==> src/rtl/memory_stage.sv <==
// memory_stage: load/store stage between execute and writeback; optional bus timeout under `MEM_TIMEOUT_EN
// Control word layout: [0]=mem, [1]=iop (1=store), [4:2]=fcs_opcode, upper bits carried through untouched.
module memory_stage #(
    parameter int XLEN           = 32,
    parameter int CTL_W          = 16,
    parameter int TIMEOUT_CYCLES = 255,
    parameter int TIMEOUT_W      = 8
) (
    input  logic             i_clk,
    input  logic             i_reset_n,
    input  logic             i_ex_done,
    input  logic [CTL_W-1:0] i_control_signal,
    input  logic [XLEN-1:0]  i_rd_output,
    input  logic [XLEN-1:0]  i_rs2,
    output logic             o_ready,
    output logic             o_mem_req,
    output logic             o_mem_we,
    output logic [XLEN-1:0]  o_mem_addr,
    output logic [XLEN-1:0]  o_mem_wdata,
    output logic [3:0]       o_mem_wstrb,
    input  logic             i_mem_ack,
    input  logic [XLEN-1:0]  i_mem_rdata,
    output logic             o_wb_valid,
    output logic [XLEN-1:0]  o_wb_data,
    output logic [CTL_W-1:0] o_control_signal,
    output logic             o_fault
);
    localparam int MEM_BIT = 0;
    localparam int IOP_BIT = 1;
    localparam int FCS_LSB = 2;
    localparam logic [1:0] IDLE = 2'd0;
    localparam logic [1:0] BUS  = 2'd1;
    localparam logic [1:0] DONE = 2'd2;

    if (XLEN != 32) begin : g_xlen_chk
        $error("memory_stage: byte-lane logic assumes a 32-bit bus");
    end
    if (TIMEOUT_W < $clog2(TIMEOUT_CYCLES + 1)) begin : g_tmo_chk
        $error("memory_stage: TIMEOUT_W too narrow for TIMEOUT_CYCLES");
    end

    logic [1:0]       state;
    logic [CTL_W-1:0] ctl_q;
    logic [1:0]       lane_q;
    logic [2:0]       in_fcs;
    logic             in_mem;
    logic             in_store;
    logic             bad_width;
    logic             misaligned;
    logic             dec_fault;
    logic [XLEN-1:0]  st_wdata;
    logic [3:0]       st_wstrb;
    logic [2:0]       ld_fcs;
    logic [7:0]       ld_byte;
    logic [15:0]      ld_half;
    logic [XLEN-1:0]  ld_data;
    logic             tmo_hit;

    assign o_ready          = state == IDLE;
    assign o_mem_req        = state == BUS;
    assign o_wb_valid       = state == DONE;
    assign o_control_signal = ctl_q;

    // Decode the incoming op: width legality, alignment and store lane placement
    always_comb begin
        in_fcs     = i_control_signal[FCS_LSB +: 3];
        in_mem     = i_control_signal[MEM_BIT];
        in_store   = i_control_signal[IOP_BIT];
        bad_width  = in_store ? (in_fcs[2] || in_fcs == 3'b011)
                              : (in_fcs == 3'b011 || in_fcs[2:1] == 2'b11);
        misaligned = (in_fcs[1:0] == 2'b01 && i_rd_output[0])
                  || (in_fcs[1:0] == 2'b10 && i_rd_output[1:0] != 2'b00);
        dec_fault  = bad_width || misaligned;
        st_wdata   = in_fcs[1:0] == 2'b00 ? {4{i_rs2[7:0]}}
                   : in_fcs[1:0] == 2'b01 ? {2{i_rs2[15:0]}} : i_rs2;
        st_wstrb   = !in_store            ? 4'b0000
                   : in_fcs[1:0] == 2'b00 ? 4'b0001 << i_rd_output[1:0]
                   : in_fcs[1:0] == 2'b01 ? 4'b0011 << {i_rd_output[1], 1'b0} : 4'b1111;
    end

    // Pick the addressed lane out of the returned word and extend it
    always_comb begin
        ld_fcs  = ctl_q[FCS_LSB +: 3];
        ld_byte = i_mem_rdata[{lane_q, 3'b000} +: 8];
        ld_half = i_mem_rdata[{lane_q[1], 4'b0000} +: 16];
        ld_data = ld_fcs[1:0] == 2'b00 ? {{(XLEN-8){ld_byte[7] & ~ld_fcs[2]}}, ld_byte}
                : ld_fcs[1:0] == 2'b01 ? {{(XLEN-16){ld_half[15] & ~ld_fcs[2]}}, ld_half}
                : i_mem_rdata;
    end

`ifdef MEM_TIMEOUT_EN
    logic [TIMEOUT_W-1:0] tmo_cnt;

    assign tmo_hit = tmo_cnt == TIMEOUT_W'(TIMEOUT_CYCLES - 1);

    // Count unacknowledged bus cycles; held at zero outside a transaction
    always_ff @(posedge i_clk or negedge i_reset_n) begin
        if (!i_reset_n)
            tmo_cnt <= '0;
        else if (state != BUS)
            tmo_cnt <= '0;
        else if (!i_mem_ack && !tmo_hit)
            tmo_cnt <= tmo_cnt + 1'b1;
    end
`else
    assign tmo_hit = 1'b0;
`endif

    // Sequencer: capture in IDLE, run the bus in BUS, present one writeback pulse in DONE
    always_ff @(posedge i_clk or negedge i_reset_n) begin
        if (!i_reset_n) begin
            state       <= IDLE;
            ctl_q       <= '0;
            lane_q      <= '0;
            o_mem_we    <= 1'b0;
            o_mem_addr  <= '0;
            o_mem_wdata <= '0;
            o_mem_wstrb <= '0;
            o_wb_data   <= '0;
            o_fault     <= 1'b0;
        end else begin
            case (state)
                IDLE: if (i_ex_done) begin
                    ctl_q     <= i_control_signal;
                    lane_q    <= i_rd_output[1:0];
                    o_fault   <= in_mem && dec_fault;
                    o_wb_data <= in_mem ? '0 : i_rd_output;
                    if (in_mem && !dec_fault) begin
                        o_mem_we    <= in_store;
                        o_mem_addr  <= {i_rd_output[XLEN-1:2], 2'b00};
                        o_mem_wdata <= st_wdata;
                        o_mem_wstrb <= st_wstrb;
                        state       <= BUS;
                    end else begin
                        state <= DONE;
                    end
                end
                BUS: if (i_mem_ack || tmo_hit) begin
                    o_wb_data   <= (o_mem_we || !i_mem_ack) ? '0 : ld_data;
                    o_fault     <= !i_mem_ack;
                    o_mem_we    <= 1'b0;
                    o_mem_wstrb <= '0;
                    state       <= DONE;
                end
                default: state <= IDLE;
            endcase
        end
    end
endmodule

==> config.mk <==
export PLATFORM = sky130hd
export DESIGN_NAME = memory_stage
export DESIGN_NICKNAME = d
export VERILOG_FILES = /design/src/rtl/memory_stage.sv
export SDC_FILE = /design/constraint.sdc
export NUM_CORES = 1
export LEC_CHECK = 0
export ABC_CLOCK_PERIOD_IN_PS = 6150
export CORE_ASPECT_RATIO = 1.75
export CORE_MARGIN = 5
export CORE_UTILIZATION = 30
export DETAILED_ROUTE_END_ITERATION = 8
export PLACE_DENSITY = 0.61
export SLEW_MARGIN = 20
export SYNTH_ARGS = -nofsm -noshare
export SYNTH_HDL_FRONTEND = slang
export SYNTH_SLANG_ARGS = --single-unit
==> constraint.sdc <==
create_clock -name i_clk -period 6.15 [get_ports i_clk]
set_clock_uncertainty 0.2 [all_clocks]
set_input_delay 0.9225 -clock i_clk [delete_from_list [all_inputs] [get_ports i_clk]]
set_output_delay 0.9225 -clock i_clk [all_outputs]
set_load 0.02 [all_outputs]
==> results_dict.tcl <==
set metrics [dict create \
    grt_max_degree 72 \
    place_congestion 0.822 \
    drcViolationCount 0 \
    critPathArrivalTime_ns 3.44 \
    cts_sinks 120 \
    initial_core_util_pct 30.3 \
    tightest_slew_ns 0.936 \
    wl_met1_um 7320 \
    post_cts_buffers 0 \
    grt_pass1_wl_um 32400 \
    die-area_sq_um 22300 \
    timing.final.crit_period_ns 3.34 \
    vias 5033 \
    final_cell_mix "clkdlybuf4s50_1 (233), dfrtp_1 (120), mux2_2 (55), nor2_1 (31), a221o_1 (30)" \
    grt_antenna_before_repair 0 \
    min_period_over_period_pct 54.4 \
    wl_met3_um 1530 \
    cap_violations 0 \
    setup-violations-final 0 \
    track_usage_pct 19.0 \
    grt-ovfl-total 0 \
    cp_max_fo 71 \
    layout-drive-gt1-share_pct 15.3 \
    cp-start-kind "input port" \
    dp_hpwl_um 15900 \
    reg2reg_depth 4 \
    layout_commonest_cell "clkdlybuf4s50_1" \
    async_flop_share_pct 100 \
    io_buffers 234 \
    clock-root-buffer "clkbuf_16" \
    synthDistinctLibCells 46 \
    dieWidth_um 115 \
    power-per-cell-area_nw_per_um2 383 \
    synth_area_leaders "dfrtp_1 (52%), mux2_2 (11%), a221o_1 (5.2%)" \
    synth_top_area_share_pct 51.9 \
    avgViaCountPerCell 5.13 \
    antennaDiodeCount 0 \
    finalSetupTns_ns 0 \
    drtIter0Drc 202 \
    path_class "in2reg" \
    synth_top_cell_by_area "dfrtp_1" \
    required_ns 6.25 \
    cp_cell_sequence "clkdlybuf4s50_1 -> a221oi_1 -> o211ai_1 -> buf_4 -> mux2_2" \
    fillers 1791 \
    rsz0062_at_grt "false" \
    max_freq_mhz 299 \
    synthCells 506 \
    post_cts_resized 0 \
    nets 843 \
    die_h_um 194 \
    hp-class "in2async" \
    syn-cell-area_sq_um 5780 \
    drv_slew 0 \
    timing.slew.headroom_pct 37.3 \
    slowest_stage "clkdlybuf4s50_1" \
    ys.flop_type "dfrtp_1" \
    whs_ns 0.252 \
    end_kind "flop" \
    syn2layout_area_growth_pct 54.5 \
    grt_pass1_vias 5533 \
    top_layer_used "met4" \
    drt_first_pass_iters 4 \
    core-area_sq_um 19100 \
    boundaryPins 237 \
    worst_slack_ns 2.81 \
    htreeDepth 4 \
    cts_tree "built" \
    syn_area_per_cell_sq_um 11.4 \
    hold_viol 0 \
    rows 67 \
    status "complete, no violations" \
    clkTransAtPathRegs_ns 0.06 \
    clock_path_buffers 2 \
    synth-edff-count 0 \
    wirelength_um 20900 \
    holdBufCountCts 0 \
    ys_ff_latch 120 \
    seq_area_frac_synth_pct 51.9 \
    wl_met2_um 11500 \
    fin_util_pct 46.7 \
    cts_buffers 17 \
    ant_nets 0 \
    p_leak_nw 3.78 \
    wire_per_inst_um 21.3 \
    worstSkewPairLatency_ns 0.42 \
    crit_path_max_incr_delay_ns 0.93 \
    ir_worst_vdd_v 0.000272 \
    dpl_worst_slack_ns 2.36 \
    yosysWarningCount 0 \
]
[cell type report]
class                           count  area [sq um]  area share (%)
Inverter                           10          37.5           0.420
Clock inverter                     13           169            1.89
Multi-Input combinational cell    336          2560            28.7
Sequential cell                   120          3000            33.6
Clock buffer                       19           453            5.07
Timing Repair Buffer              242          2400            26.9
Tap cell                          241           302            3.38
[final timing paths]
check                                          from  slack [ns]         endpoint
worst min register to register       o_mem_wdata[8]        0.28   o_mem_wdata[8]
worst min-delay path                      i_reset_n        0.25  o_mem_wdata[18]
min in group i_clk                   o_mem_wdata[8]        0.28   o_mem_wdata[8]
worst max register to register            lane_q[1]        3.42    o_wb_data[31]
worst max-delay path            i_control_signal[2]        2.81   o_mem_addr[24]
max in group asynchronous                 i_reset_n        4.18   o_mem_addr[31]
[per-layer routing]
metal,vias to the layer above,global-route usage (%)
li1,2312,-
met1,2495,19.5
met2,192,34.9
met3,34,6.15
met4,0,7.57
met5,-,0
[registers in the layout (all words and copies together) (netlist names)]
signal / cells
o_mem_we: 1
state: 2
lane_q: 2
o_mem_wstrb: 4
o_fault: 1
o_wb_data: 32
o_mem_addr: 30
o_mem_wdata: 32
o_control_signal: 16
[metrics by stage]
stage | total power (W) | instance area, sq um | std cells
2_1_floorplan | 0.00173 | 5790 | 507
3_3_place_gp | 0.00237 | 8310 | 949
3_5_place_dp | 0.00240 | 8310 | 949
4_1_cts | 0.00347 | 8930 | 981
5_1_grt | 0.00358 | 8930 | 981
6_report | 0.00342 | 8930 | 981
[Yosys cell counts, drive strengths merged, types with 2 or more instances]
| library cell | n |
|---|---|
| nand2b | 19 |
| nand2 | 27 |
| o2bb2ai | 4 |
| o21ai | 25 |
| clkbuf | 25 |
| mux2 | 56 |
| a221o | 30 |
| and3 | 24 |
| mux2i | 26 |
| o22ai | 19 |
| inv | 10 |
| buf | 16 |
| dfrtp | 120 |
| or2 | 2 |
| a21oi | 26 |
| nor2 | 33 |
| nand3b | 3 |
| o31ai | 2 |
| mux4 | 7 |
| nor4 | 2 |
| nor2b | 10 |
| nor3b | 2 |
[power by group]
group	leakage [nW]	switching, W	internal [W]
clock	0.293	0.000382	0.000662
combinational	2.01	0.000606	0.000623
sequential	1.48	0.000147	0.000998
total	3.78	0.00113	0.00228
[critical path: cells and delay by family]
| family | cells | cell delay (ns) |
|---|---|---|
| multiplexers | 1 | 0.41 |
| AO/OA/AOI/OAI | 2 | 0.55 |
| buffers and inverters | 2 | 1.52 |
[cells by family (layout without fill, tap and decap cells)]
| logic type | after synthesis | after routing | synth area share [%] |
|---|---|---|---|
| compound gates | 119 | 119 | 14.6 |
| buf+inv | 51 | 284 | 3.94 |
| simple gates | 126 | 126 | 11.3 |
| mux | 89 | 89 | 18.2 |
| other cells | 1 | 2 | 0.0649 |
| flops | 120 | 120 | 51.9 |
(Power assumes the default switching activity.)
